==> src/rtl/detection_sm_pkg.sv <==
// Shared types and sizing for the detection_sm window-scan controller.
// Default frame geometry lives here so the grid size can be derived in one place.
package detect_pkg;

  typedef enum logic [2:0] {
    IDLE,
    RUN,
    WAIT,
    GAP,
    ADV
  } state_t;

  localparam int ADDR_W  = 15;
  localparam int COORD_W = 8;
  localparam int CNT_W   = 16;

  localparam int DEF_IMG_W = 160;
  localparam int DEF_IMG_H = 120;
  localparam int DEF_WIN   = 24;
  localparam int DEF_STEP  = 4;

  // Number of window positions along one axis.
  function automatic int grid_n(input int extent, input int win, input int step);
    return (extent - win) / step + 1;
  endfunction

  localparam int NX = grid_n(DEF_IMG_W, DEF_WIN, DEF_STEP);
  localparam int NY = grid_n(DEF_IMG_H, DEF_WIN, DEF_STEP);

endpackage

==> src/rtl/detection_sm_if.sv <==
// Classifier handshake: the controller (master) presents a window and
// requests a run; the classifier (slave) answers with done and a result.
interface detection_sm_if;
  import detect_pkg::*;

  logic              detect_en;
  logic              detect_done;
  logic              detected_flag;
  logic [ADDR_W-1:0] win_base;

  modport master (
    output detect_en,
    output win_base,
    input  detect_done,
    input  detected_flag
  );

  modport slave (
    input  detect_en,
    input  win_base,
    output detect_done,
    output detected_flag
  );

endinterface

==> src/rtl/detection_sm_window_stepper.sv <==
// Raster-order window position (x fastest) and the registered buffer address
// of the window's top-left pixel.
module window_stepper
  import detect_pkg::*;
#(
  parameter int IMG_W = DEF_IMG_W,
  parameter int IMG_H = DEF_IMG_H,
  parameter int WIN   = DEF_WIN,
  parameter int STEP  = DEF_STEP
) (
  input  logic               clk,
  input  logic               rst,
  input  logic               clear_i,
  input  logic               step_i,
  output logic [COORD_W-1:0] win_x_o,
  output logic [COORD_W-1:0] win_y_o,
  output logic [ADDR_W-1:0]  win_base_o,
  output logic               last_o
);

  localparam int XMAX = (grid_n(IMG_W, WIN, STEP) - 1) * STEP;
  localparam int YMAX = (grid_n(IMG_H, WIN, STEP) - 1) * STEP;

  logic [COORD_W-1:0] x_q, x_d;
  logic [COORD_W-1:0] y_q, y_d;
  logic [ADDR_W-1:0]  base_q, base_d;

  always_comb begin
    x_d = x_q;
    y_d = y_q;
    if (clear_i) begin
      x_d = '0;
      y_d = '0;
    end else if (step_i) begin
      if (x_q == COORD_W'(XMAX)) begin
        x_d = '0;
        y_d = y_q + COORD_W'(STEP);
      end else begin
        x_d = x_q + COORD_W'(STEP);
      end
    end
    // Full-width product, then truncated to the buffer address width.
    base_d = ADDR_W'(32'(y_d) * IMG_W + 32'(x_d));
  end

  always_ff @(posedge clk) begin
    if (rst) begin
      x_q    <= '0;
      y_q    <= '0;
      base_q <= '0;
    end else begin
      x_q    <= x_d;
      y_q    <= y_d;
      base_q <= base_d;
    end
  end

  assign win_x_o    = x_q;
  assign win_y_o    = y_q;
  assign win_base_o = base_q;
  assign last_o     = (x_q == COORD_W'(XMAX)) && (y_q == COORD_W'(YMAX));

endmodule

==> src/rtl/detection_sm.sv <==
// Classifier initiator: scans a WIN x WIN window over each frame and reports hits.
// Optional watchdog on the WAIT state is enabled by defining DETECT_WDOG_EN.
module detection_sm
  import detect_pkg::*;
#(
  parameter int IMG_W   = DEF_IMG_W,
  parameter int IMG_H   = DEF_IMG_H,
  parameter int WIN     = DEF_WIN,
  parameter int STEP    = DEF_STEP,
  parameter int TIMEOUT = 4096
) (
  input  logic                  clk,
  input  logic                  rst,
  input  logic                  frame_start,
  detection_sm_if.master        cls,
  output logic                  hit_valid,
  output logic [COORD_W-1:0]    hit_x,
  output logic [COORD_W-1:0]    hit_y,
  output logic [CNT_W-1:0]      hit_count,
  output logic                  frame_done,
  output logic                  busy,
  output logic                  timeout_err
);

  state_t             state_q, state_d;
  logic               detect_en_q, detect_en_d;
  logic               hit_valid_q, hit_valid_d;
  logic [COORD_W-1:0] hit_x_q, hit_x_d, hit_y_q, hit_y_d;
  logic [CNT_W-1:0]   hit_count_q, hit_count_d;
  logic               frame_done_q, frame_done_d;
  logic               clear, step, last;
  logic [COORD_W-1:0] win_x, win_y;

`ifdef DETECT_WDOG_EN
  logic [CNT_W-1:0]   wdog_q, wdog_d;
  logic               timeout_q, timeout_d;
`endif

  window_stepper #(
    .IMG_W(IMG_W), .IMG_H(IMG_H), .WIN(WIN), .STEP(STEP)
  ) u_stepper (
    .clk        (clk),
    .rst        (rst),
    .clear_i    (clear),
    .step_i     (step),
    .win_x_o    (win_x),
    .win_y_o    (win_y),
    .win_base_o (cls.win_base),
    .last_o     (last)
  );

  always_comb begin
    state_d      = state_q;
    hit_valid_d  = 1'b0;
    hit_x_d      = hit_x_q;
    hit_y_d      = hit_y_q;
    hit_count_d  = hit_count_q;
    frame_done_d = 1'b0;
    clear        = 1'b0;
    step         = 1'b0;
`ifdef DETECT_WDOG_EN
    wdog_d       = '0;
    timeout_d    = timeout_q;
`endif
    unique case (state_q)
      IDLE: if (frame_start) begin
        hit_count_d = '0;
        clear       = 1'b1;
        state_d     = RUN;
      end
      RUN: state_d = WAIT;
      WAIT: begin
        if (cls.detect_done) begin
          state_d = GAP;
          if (cls.detected_flag) begin
            hit_valid_d = 1'b1;
            hit_x_d     = win_x;
            hit_y_d     = win_y;
            if (hit_count_q != '1) hit_count_d = hit_count_q + 1'b1;
          end
        end
`ifdef DETECT_WDOG_EN
        // Expiry counts as a negative window; GAP still waits for done low.
        else if (wdog_q == CNT_W'(TIMEOUT - 1)) begin
          timeout_d = 1'b1;
          state_d   = GAP;
        end else begin
          wdog_d = wdog_q + 1'b1;
        end
`endif
      end
      // Guarantees detect_en is low for at least one cycle between runs.
      GAP: if (!cls.detect_done) state_d = ADV;
      ADV: begin
        if (last) begin
          frame_done_d = 1'b1;
          state_d      = IDLE;
        end else begin
          step    = 1'b1;
          state_d = RUN;
        end
      end
      default: state_d = IDLE;
    endcase
    detect_en_d = (state_d == WAIT);
  end

  always_ff @(posedge clk) begin
    if (rst) begin
      state_q      <= IDLE;
      detect_en_q  <= 1'b0;
      hit_valid_q  <= 1'b0;
      hit_x_q      <= '0;
      hit_y_q      <= '0;
      hit_count_q  <= '0;
      frame_done_q <= 1'b0;
    end else begin
      state_q      <= state_d;
      detect_en_q  <= detect_en_d;
      hit_valid_q  <= hit_valid_d;
      hit_x_q      <= hit_x_d;
      hit_y_q      <= hit_y_d;
      hit_count_q  <= hit_count_d;
      frame_done_q <= frame_done_d;
    end
  end

`ifdef DETECT_WDOG_EN
  always_ff @(posedge clk) begin
    if (rst) begin
      wdog_q    <= '0;
      timeout_q <= 1'b0;
    end else begin
      wdog_q    <= wdog_d;
      timeout_q <= timeout_d;
    end
  end
  assign timeout_err = timeout_q;
`else
  // TIMEOUT is always positive, so this is a constant 0.
  assign timeout_err = (TIMEOUT < 0);
`endif

  assign cls.detect_en = detect_en_q;
  assign hit_valid     = hit_valid_q;
  assign hit_x         = hit_x_q;
  assign hit_y         = hit_y_q;
  assign hit_count     = hit_count_q;
  assign frame_done    = frame_done_q;
  assign busy          = (state_q != IDLE);

endmodule

==> src/flat_wrapper.sv <==
// flat-port wrapper written by rule: the top's interface ports become plain ports
module detection_sm_flat import detect_pkg::*;
#(
  parameter int IMG_W   = DEF_IMG_W,
  parameter int IMG_H   = DEF_IMG_H,
  parameter int WIN     = DEF_WIN,
  parameter int STEP    = DEF_STEP,
  parameter int TIMEOUT = 4096
)
  (clk, rst, frame_start, hit_valid, hit_x, hit_y, hit_count, frame_done, busy, timeout_err, cls_detect_en, cls_win_base, cls_detect_done, cls_detected_flag);
  detection_sm_if cls_i ();
  input  logic clk;
  input  logic rst;
  input  logic frame_start;
  output logic hit_valid;
  output logic [COORD_W-1:0] hit_x;
  output logic [COORD_W-1:0] hit_y;
  output logic [CNT_W-1:0] hit_count;
  output logic frame_done;
  output logic busy;
  output logic timeout_err;
  output wire logic [$bits(cls_i.detect_en)-1:0] cls_detect_en;
  output wire logic [$bits(cls_i.win_base)-1:0] cls_win_base;
  input wire logic [$bits(cls_i.detect_done)-1:0] cls_detect_done;
  input wire logic [$bits(cls_i.detected_flag)-1:0] cls_detected_flag;
  assign cls_detect_en = cls_i.detect_en;
  assign cls_win_base = cls_i.win_base;
  assign cls_i.detect_done = cls_detect_done;
  assign cls_i.detected_flag = cls_detected_flag;
  detection_sm #(.IMG_W(IMG_W), .IMG_H(IMG_H), .WIN(WIN), .STEP(STEP), .TIMEOUT(TIMEOUT)) u_core (.clk(clk), .rst(rst), .frame_start(frame_start), .cls(cls_i), .hit_valid(hit_valid), .hit_x(hit_x), .hit_y(hit_y), .hit_count(hit_count), .frame_done(frame_done), .busy(busy), .timeout_err(timeout_err));
endmodule
==> config.mk <==
export PLATFORM = sky130hd
export DESIGN_NAME = detection_sm_flat
export DESIGN_NICKNAME = d
export VERILOG_FILES = /design/src/rtl/detection_sm_pkg.sv /design/src/rtl/detection_sm_if.sv /design/src/rtl/detection_sm_window_stepper.sv /design/src/rtl/detection_sm.sv /design/src/flat_wrapper.sv
export SDC_FILE = /design/constraint.sdc
export NUM_CORES = 1
export LEC_CHECK = 0
export ABC_AREA = 1
export ABC_CLOCK_PERIOD_IN_PS = 3450
export BUFFER_PORTS_ARGS = -buffer_cell sky130_fd_sc_hd__buf_2
export CORE_UTILIZATION = 50
export DETAILED_ROUTE_END_ITERATION = 7
export PLACE_DENSITY = 0.75
export SYNTH_ARGS = -nofsm -noshare
export SYNTH_HDL_FRONTEND = slang
export SYNTH_SLANG_ARGS = --single-unit
==> constraint.sdc <==
create_clock -name clk -period 3.45 [get_ports clk]
set_input_delay 0.5175 -clock clk [delete_from_list [all_inputs] [get_ports clk]]
set_output_delay 0.5175 -clock clk [all_outputs]
set_load 0.01 [all_outputs]
==> results of run 1 <==
## worst reg2reg max path, stage by stage, from the launching register on
cell     delay, ps
dfxtp_2        350
inv_2           60
ha_4           160
nand2_2         50
nor2_1          30
nand2_1         90
nor2_4          60
nor2_8         170
nand2_4         70
nor3_4         300
buf_6          150
nand3_4        100
xor2_4         220
nor3_2          80
ha_4           320
nand3_2         80
nand2_2         70
nand2_1         60
nor2_2         140
nand2_1         70
nor2_1         100
inv_1           70
nor2_2         120
nand3_2        100
nor2_2         110
nor2_1          50
## repair_timing
action,CTS,global route
pin swaps,0,17
gates cloned,0,0
setup endpoints to repair,1,4
setup buffers,0,8
resized for setup,3,45
endpoints found under the hold margin,0,0
## routing by layer
layer,up-vias,wire length (microns),global-route usage [%]
met1,1342,3527,27.73
met3,15,386,4.970
met4,0,131,10.50
met2,82,3489,34.80
met5,-,0,0
li1,1522,-,-
## power by group through the flow
| stage | logic [mW] | clock network [mW] | registers, mW |
|---|---|---|---|
| 5_1_grt | 0.106 | 0.732 | 0.713 |
| 6_report | 0.0968 | 0.701 | 0.712 |
| 3_3_place_gp | 0.0930 | 0 | 0.727 |
| 4_1_cts | 0.0950 | 0.711 | 0.712 |
| 3_5_place_dp | 0.0943 | 0 | 0.728 |
| 2_1_floorplan | 0.0700 | 0 | 0.731 |
## worst paths after layout
path | cells after the start | to | start
worst max-delay path | 25 | u_core.u_stepper.win_base_o[14] | u_core.u_stepper.win_y_o[3]
worst min register to register | 2 | u_core.u_stepper.win_y_o[1] | u_core.u_stepper.win_y_o[1]
worst max register to register | 25 | u_core.u_stepper.win_base_o[14] | u_core.u_stepper.win_y_o[3]
worst min-delay path | 4 | u_core.state_q[2] | cls_detect_done
## Yosys cell counts (4+ instances only)
cell type	instances
nand2_1	69
dfxtp_1	60
inv_1	45
nor2_1	45
a21oi_1	35
o21ai_0	30
nand3_1	20
ha_1	14
inv_2	12
buf_4	9
nand2_4	9
nand2_2	7
xor2_1	7
nor4_1	6
nand4_1	5
nor2_2	5
nor3_1	5
nand3_2	4
## sequential cells by signal, summed over array words and instances, names as in the netlist
register	cells
u_core.u_stepper.win_x_o	6
u_core.u_stepper.win_y_o	8
u_core.hit_count	16
u_core.frame_done	1
u_core.hit_valid	1
u_core.hit_x	6
u_core.hit_y	8
u_core.state_q	3
u_core.cls.detect_en	1
u_core.u_stepper.win_base_o	10
## through the flow
stage | total power [mW] | utilization [%] | setup slack [ps] | TNS (ps) | area (sq um)
after CTS | 1.517 | 60.52 | 6.189 | 0 | 3865
after global routing | 1.550 | 64.20 | -80.17 | -142.9 | 4100
after floorplan | 0.8010 | - | 152.6 | 0 | 3327
after global placement | 0.8202 | 56.84 | 123.3 | 0 | 3630
after detailed placement | 0.8219 | 56.84 | -84.01 | -84.01 | 3630
final | 1.510 | 64.20 | 163.4 | 0 | 4100
## cells by family (layout without fill, tap and decap cells)
group	count (synthesis)	in the layout	synth area share, %
and+or+nand+nor	190	190	30.98
AOI/OAI and AO/OA	76	76	12.35
buffers and inverters	75	142	10.16
DFF	60	60	36.27
adders and majority gates	16	16	6.498
xor gates and xnor gates	12	12	3.627
other	1	5	0.1132
## cell type report
cell class | instances | area [sq um] | share of cell area, %
clock buffers | 9 | 123.9 | 3.021
clock inverters | 7 | 91.34 | 2.228
inverters | 58 | 220.2 | 5.371
multi-input cells | 299 | 1976 | 48.18
flip-flops and latches | 60 | 1206 | 29.42
well taps | 77 | 96.34 | 2.350
repair buffers | 68 | 386.6 | 9.429
==> flow_summary.yaml, run 1 <==
logic_synthesis:
  netlist_instances: 430
  synth_edf_count: 0
  ys_ff_latch: 60
  ys_warn_count: 0
  ys_seq_area_share_pct: 36.27
  ys.flop_type: "dfxtp_1"
  synth_area_per_cell_sq_um: 7.702
  synth_top_area_share_pct: 36.27
  async_reset_ff_share_pct: 0
  synth_area_sq_um: 3312
  synth_cell_types: 42
  synth.area.top_cells: "dfxtp_1, nand2_1, a21oi_1"
  yosys.area.top_type: "dfxtp_1"
power:
  powerDensity_nw_per_um2: 368.2
  p_leak_nw: 1.999
  power_frac_comb_pct: 6.4
  p_switching_uw: 375.0
  ir_drop_mv: 0.2993
  power_frac_clock_pct: 46.5
  power_frac_seq_pct: 47.1
  internal-power_mw: 1.135
  switching_share_pct: 24.84
floorplanning:
  die_w_microns: 83.39
  start_util_pct: 51.86
  pin_count: 57
  rows: 29
  die_height_microns: 83.39
  core_sq_um: 6386
  dieArea_sq_um: 6953
clock_tree:
  clockBufferDepth: 2
  cts_hold_buf: 0
  htree_levels: 3
  tritoncts: "built"
  clock-sinks: 60
  cts_root_buf: "clkbuf_8"
  clkTransAtPathRegs_ps: 70
  cts_made_buffers: 9
  clkLatencyLatePin_ps: 360
setup_path:
  path_max_fanout: 5
  cpLargestDelayFamily: "simple AND/OR/NAND/NOR gates"
  cp.required_ps: 3700
  crit_buf_inv: 3
  crit_path_end_kind: "register"
  crit_arrival_ps: 3540
  startpoint_type: "register"
  slowest_stage: "dfxtp_2"
  crit_type: "register to register"
  rrSetupSlack_ps: 160
  cp_slowest_stage_delay_ps: 350
job:
  cap_violations: 0
finish:
  final_nets: 517
  fin_cells: 578
  layout_commonest_cell: "nand2_1"
  fill_cells: 553
  drive_gt1_share_pct: 34.53
  final_cell_mix: "nand2_1, dfxtp_1, buf_2"
  syn_to_final_growth_pct: 23.80
  antenna_cells: 0
drt:
  wl_microns: 7534
  vias: 2961
  first_pass_iters: 5
  post_drt_wl_per_cell_microns: 13.03
  route.detailed.drc: 0
  vias_per_cell: 5.123
  detail-route-antenna-nets: 0
  drtIter0Drc: 139
sta:
  clock.fmax_ghz: 0.3043
  slew_headroom_pct: 64.70
  worstMarginPinSlew_ps: 522.9
  finClkSkew_ps: 13.95
  hold_ws_ps: 454.8
  fin_crit_sh_pct: 95.26
  fin_crit_ps: 3287
  setup_viol: 0
  rsz0062_at_grt: "true"
  hold_viol: 0
  slew_violations: 0
grt:
  antenna_found_initial: 0
  grt_max_degree: 30
  grt_pass1_wl_microns: 12030
  grt.total_usage_pct: 21.78
  grt_overflow: 0
  grt_pass1_vias: 2686
run_status:
  status: "completed"
placement:
  post-place-cells: 554
  io_buffers: 51
  dp_hpwl_microns: 5263
  place.gp.congestion: 0.8819
worst_hold_path:
  min_path_type: "input port to register"
Power figures use the tool's default switching activity.
==> run 2: changes to the inputs <==
--- a/config.mk
+++ b/config.mk
@@ -5,12 +5,12 @@
 export SDC_FILE = /design/constraint.sdc
 export NUM_CORES = 1
 export LEC_CHECK = 0
-export ABC_AREA = 1
+export ABC_AREA = 0
 export ABC_CLOCK_PERIOD_IN_PS = 3450
 export BUFFER_PORTS_ARGS = -buffer_cell sky130_fd_sc_hd__buf_2
 export CORE_UTILIZATION = 50
 export DETAILED_ROUTE_END_ITERATION = 7
-export PLACE_DENSITY = 0.75
+export PLACE_DENSITY = 0.76
 export SYNTH_ARGS = -nofsm -noshare
 export SYNTH_HDL_FRONTEND = slang
 export SYNTH_SLANG_ARGS = --single-unit
==> run 2 against run 1 <==
Compared with the run above:
- fmax shrank 0.89%
- total power shrank 7.8%
- clock-buffer cell count rose by 3
- register-to-register slack worse by 30 ps
- clock skew down 2.1 ps
- global-route usage increased by 0.30 points
- non-clock buffer count grew 8
- sequential share of layout area grew 2.4 points
- utilization shrank 0.80 points
- synthesized area is 6.8% lower
- synthesized cell count decreased by 15%
==> flow_summary.yaml, run 2 <==
run_status:
  status: "completed"
finish:
  drive_gt1_share_pct: 26.65
  antenna_cells: 0
  finalInstanceArea_sq_um: 3776
  largest_reg_flops: 16
  final_nets: 455
  fin_cells: 514
  fill_cells: 535
  layout_commonest_cell: "dfxtp_1"
  final_cell_mix: "dfxtp_1, buf_2, nor2_1, nand2_1, buf_4"
  syn_to_final_growth_pct: 22.29
setup_path:
  slowest_stage: "dfxtp_1"
  path_max_fanout: 3
  rrSetupSlack_ps: 130
  crit_buf_inv: 1
  r2r_end: "u_core.u_stepper.win_base_o[14]"
  crit_path_end_kind: "register"
  cpLargestDelayFamily: "compound AO/OA/AOI/OAI gates"
  crit_arrival_ps: 3600
  startpoint_type: "register"
  path_common_cell: "o21ai_1"
  rr_startpoint: "u_core.u_stepper.win_x_o[4]"
  cp_slowest_stage_delay_ps: 340
  r2r_cells: 16
  crit_type: "register to register"
  cp.required_ps: 3730
  cp_cell_sequence: "nor4b_4 -> nand3_2 -> nor2_4 -> mux2i_2 -> nor2_2 -> ha_1 -> ha_2 -> inv_2 -> fa_2 -> nor2b_1 -> o21ai_1 -> a21boi_2 -> o21ai_1 -> a211o_1 -> a21o_1 -> a21oi_2"
logic_synthesis:
  ys.flop_type: "dfxtp_1"
  synth_cell_types: 51
  yosysMostFrequentCell: "dfxtp_1"
  ys_warn_count: 0
  synth.area.top_cells: "dfxtp_1, xnor2_1, ha_1"
  yosys.area.top_type: "dfxtp_1"
  ys_seq_area_share_pct: 38.90
  synth_area_sq_um: 3088
  netlist_instances: 364
  synth_edf_count: 0
  yosys-top-cells-count: "dfxtp_1, nor2_1, nand2_1"
  synth_top_area_share_pct: 38.90
  ys_ff_latch: 60
  async_reset_ff_share_pct: 0
  synth_area_per_cell_sq_um: 8.483
sta:
  hold_ws_ps: 392.2
  setup_viol: 0
  finClkSkew_ps: 11.87
  fin_crit_sh_pct: 96.12
  slew_headroom_pct: 40.30
  rsz0062_at_grt: "true"
  hold_viol: 0
  slew_violations: 0
  worstMarginPinSlew_ps: 895.5
  fin_crit_ps: 3316
  clock.fmax_ghz: 0.3016
power:
  power_frac_comb_pct: 5.1
  ir_drop_mv: 0.2400
  internal-power_mw: 1.069
  powerDensity_nw_per_um2: 368.8
  p_leak_nw: 1.646
  power_frac_seq_pct: 50.4
  p_switching_uw: 323.8
  power_frac_clock_pct: 44.5
  switching_share_pct: 23.25
drt:
  route.detailed.drc: 0
  vias_per_cell: 5.160
  first_pass_iters: 4
  drtIter0Drc: 92
  post_drt_wl_per_cell_microns: 12.94
  detail-route-antenna-nets: 0
  vias: 2652
  wl_microns: 6649
grt:
  grt_pass1_vias: 2427
  grt_overflow: 0
  antenna_found_initial: 0
  grt_max_degree: 41
  use_met3_pct: 6.705
  grt.busiest_layer: "met2"
  grt.total_usage_pct: 22.08
  use_met1_pct: 26.67
  use_met2_pct: 35.42
  grt_pass1_wl_microns: 10760
clock_tree:
  clockBufferDepth: 2
  cts_made_buffers: 9
  cts_root_buf: "clkbuf_8"
  cts_hold_buf: 0
  clkTransAtPathRegs_ps: 70
  clkLatencyLatePin_ps: 350
  clock-sinks: 60
  htree_levels: 3
  tritoncts: "built"
worst_hold_path:
  hold_start: "cls_detect_done"
  hold_path_depth: 2
  hold_path_end: "u_core.state_q[2]"
  min_path_type: "input port to register"
floorplanning:
  core_sq_um: 5956
  die_height_microns: 80.59
  die_w_microns: 80.59
  rows: 28
  dieArea_sq_um: 6494
  start_util_pct: 51.85
  pin_count: 57
job:
  cap_violations: 0
placement:
  post-place-cells: 496
  io_buffers: 51
  place.gp.congestion: 0.9023
  dp_hpwl_microns: 4760
  placed_area_sq_um: 3506
## run 2: cell types whose count changed in the layout (fill, tap and decap cells not counted), moves of 10 or more
cell | previous run | this run
inv_1 | 40 | 13
nand2_4 | 11 | 0
nor3_1 | 3 | 13
o21ai_0 | 28 | 6
nor2b_1 | 0 | 11
nand2_1 | 64 | 43
xnor2_1 | 1 | 21
nand2_2 | 10 | 0
nand3_1 | 18 | 7
inv_2 | 17 | 1
## run 2: cell families (layout without fill, tap and decap cells)
family | Yosys count | in the layout | share of synthesized area (%)
AO/OA/AOI/OAI | 46 | 46 | 8.793
XOR/XNOR | 34 | 34 | 10.13
adder cells (fa/ha/maj) | 16 | 16 | 6.969
buffers and inverters | 35 | 106 | 5.632
flip-flops | 60 | 60 | 38.90
multiplexers | 2 | 2 | 0.6483
other | 1 | 5 | 0.1214
AND/OR/NAND/NOR | 170 | 170 | 28.81
## run 2: layout make-up
class / count / area [sq um] / share of cell area [%]
clock buffers: 12 / 145.1 / 3.844
repair buffers: 76 / 442.9 / 11.73
flip-flops and latches: 60 / 1202 / 31.84
clock inverters: 4 / 48.80 / 1.292
multi-input cells: 273 / 1790 / 47.42
inverters: 14 / 52.55 / 1.392
well taps: 75 / 93.84 / 2.485
## run 2: power groups by stage
stage                     Clock [mW]  Sequential [mW]  Combinational [mW]
after floorplan                    0            0.717              0.0539
after global placement             0            0.717              0.0692
after detailed placement           0            0.718              0.0709
after CTS                      0.636            0.702              0.0712
after global routing           0.671            0.702              0.0782
final                          0.620            0.702              0.0707
## run 2: what timing repair did
item / 4_1_cts / 5_1_grt
resized for setup: 2 / 15
buffers inserted: 0 / 2
pin swaps: 1 / 7
setup endpoints to repair: 1 / 2
## run 2: worst max-delay path by stage
stage,from,slack [ps],end,cells past startpoint
after detailed placement,u_core.u_stepper.win_x_o[4],-30,u_core.u_stepper.win_base_o[14],16
after floorplan,u_core.u_stepper.win_y_o[2],20,u_core.u_stepper.win_base_o[14],18
after global routing,u_core.u_stepper.win_x_o[5],-50,u_core.u_stepper.win_base_o[14],16
final,u_core.u_stepper.win_x_o[4],130,u_core.u_stepper.win_base_o[14],16
after CTS,u_core.u_stepper.win_x_o[4],20,u_core.u_stepper.win_base_o[14],16
after global placement,frame_start,80,u_core.u_stepper.win_base_o[14],15
## run 2: metal layers
metal	wire length, microns	share of wire (%)
met1	3090	46
met2	3077	46
met3	335	5.0
met4	145	2.2
met5	0	0
## run 2: through the flow
step	util (%)	worst slack [ps]	total power [mW]	TNS, ps
3_5_place_dp	58.87	-27.60	0.7887	-27.60
6_report	63.40	134.0	1.393	0
5_1_grt	63.40	-46.70	1.451	-46.70
2_1_floorplan	-	22.83	0.7714	0
3_3_place_gp	58.87	75.64	0.7865	0
4_1_cts	62.21	15.60	1.410	0
==> run 3: changes to the inputs <==
--- a/config.mk
+++ b/config.mk
@@ -8,9 +8,9 @@
 export ABC_AREA = 0
 export ABC_CLOCK_PERIOD_IN_PS = 3450
 export BUFFER_PORTS_ARGS = -buffer_cell sky130_fd_sc_hd__buf_2
-export CORE_UTILIZATION = 50
+export CORE_UTILIZATION = 40
 export DETAILED_ROUTE_END_ITERATION = 7
-export PLACE_DENSITY = 0.76
+export SKIP_CTS_REPAIR_TIMING = 1
 export SYNTH_ARGS = -nofsm -noshare
 export SYNTH_HDL_FRONTEND = slang
 export SYNTH_SLANG_ARGS = --single-unit
==> run 3 against run 2 <==
Compared with the run above:
- total power is 1.5% higher
- cell area is 2.2% higher
- clock skew is 3.7 ps lower
- sequential share of layout area is 0.65 points lower
- via count is 0.26% lower
- global-route usage is 4.6 points lower
- sequential power hardly changed
- clock-buffer cell count is 2 lower
- die area is 24% higher
- clock power is 3.2% higher
- first-iteration DRC count is 37% lower
- critical path type unchanged
==> flow_summary.yaml, run 3 (synthesis gave the netlist of run 2 again) <==
grt:
  grt_pass1_vias: 2414
  grt_pass1_wl_microns: 11330
  grt_max_degree: 40
  grt.total_usage_pct: 17.47
  grt_overflow: 0
  antenna_found_initial: 0
sta:
  fin_crit_ps: 3293
  hold_ws_ps: 403.7
  clock.fmax_ghz: 0.3036
  setup_viol: 0
  fin_crit_sh_pct: 95.46
  worstMarginPinSlew_ps: 840.5
  slew_violations: 0
  hold_viol: 0
  fin_ws_ps: 156.7
  finClkSkew_ps: 8.162
  slew_headroom_pct: 43.97
setup_path:
  crit_arrival_ps: 3560
  crit_path_end_kind: "register"
  path_max_fanout: 3
  startpoint_type: "register"
  crit_type: "register to register"
  cp.required_ps: 3720
power:
  p_leak_nw: 1.680
  powerDensity_nw_per_um2: 366.5
  ir_drop_mv: 0.2183
floorplanning:
  core_sq_um: 7370
  dieArea_sq_um: 8075
  rows: 31
  pin_count: 57
  die_w_microns: 89.86
  start_util_pct: 41.90
  die_height_microns: 89.86
clock_tree:
  tritoncts: "built"
  clkTransAtPathRegs_ps: 70
  htree_levels: 3
  clockBufferDepth: 2
  cts_root_buf: "clkbuf_8"
  clock-sinks: 60
  clkLatencyLatePin_ps: 340
  cts_made_buffers: 9
job:
  cap_violations: 0
finish:
  final_nets: 463
  antenna_cells: 0
  layout_commonest_cell: "dfxtp_1"
  fill_cells: 744
  syn_to_final_growth_pct: 24.96
  finalInstanceArea_sq_um: 3859
  largest_reg_flops: 16
  final_cell_mix: "dfxtp_1, buf_2, nor2_1, nand2_1, buf_4"
  drive_gt1_share_pct: 28.19
  utilization_pct: 52.36
drt:
  vias_per_cell: 4.844
  detail-route-antenna-nets: 0
  route.detailed.drc: 0
  vias: 2645
  wl_microns: 6836
  post_drt_wl_per_cell_microns: 12.52
  drtIter0Drc: 58
  first_pass_iters: 4
placement:
  dp_hpwl_microns: 5003
  place.gp.congestion: 0.8898
  dp_slack_ps: -18.39
  placed_area_sq_um: 3596
  io_buffers: 51
worst_hold_path:
  min_path_type: "input port to register"
run_status:
  status: "completed"
## run 3: power by group
part	internal [mW]	leakage, nW	total, mW	switching (mW)
clock network	0.351	0.0983	0.640	0.288
logic	0.0211	1.10	0.0743	0.0532
registers	0.696	0.485	0.700	0.00384
total	1.07	1.68	1.41	0.345
## run 3: layer usage
| metal | share of wire [%] | up-vias | global-route usage [%] |
|---|---|---|---|
| met3 | 4.7 | 10 | 3.638 |
| met4 | 1.5 | 0 | 8.468 |
| met2 | 46 | 66 | 28.01 |
| met1 | 48 | 1198 | 22.39 |
| met5 | 0 | - | 0 |
| li1 | - | 1371 | - |
## run 3: layout make-up
type | instances | area [sq um] | area share (%)
clock buffer | 10 | 137.6 | 3.567
clock inverter | 6 | 63.81 | 1.654
inverter | 14 | 52.55 | 1.362
multi-input combinational | 273 | 1774 | 45.98
sequential | 60 | 1204 | 31.19
tap | 99 | 123.9 | 3.210
timing repair buffer | 84 | 503.0 | 13.04
## run 3: stage by stage
step	setup TNS (ps)	power [mW]	instances
global route	-1.700	1.470	546
floorplan	0	0.7714	368
finish	0	1.414	546
CTS	-58.84	1.430	544
detailed placement	-18.39	0.7906	528
global placement	0	0.7899	528
## run 3: path summary, 6_finish.rpt
path                               start                         endpoint  slack (ps)  cells past startpoint
max          u_core.u_stepper.win_x_o[6]  u_core.u_stepper.win_base_o[14]         160                     16
min                      cls_detect_done                u_core.state_q[2]         400                      2
max reg2reg  u_core.u_stepper.win_x_o[6]  u_core.u_stepper.win_base_o[14]         160                     16
min reg2reg              u_core.hit_y[2]                  u_core.hit_y[2]         450                      2
## run 3: critical path: stages, from the launching register on
cell	delay [ps]
dfxtp_2	330
nor4b_4	300
nand3_2	140
nor2_4	150
mux2i_2	270
nor2_2	80
ha_1	290
ha_2	180
inv_1	50
fa_2	350
nor2b_1	130
o21ai_1	100
a21boi_2	220
nor3_2	70
a211o_1	280
a21o_1	170
a21oi_2	100
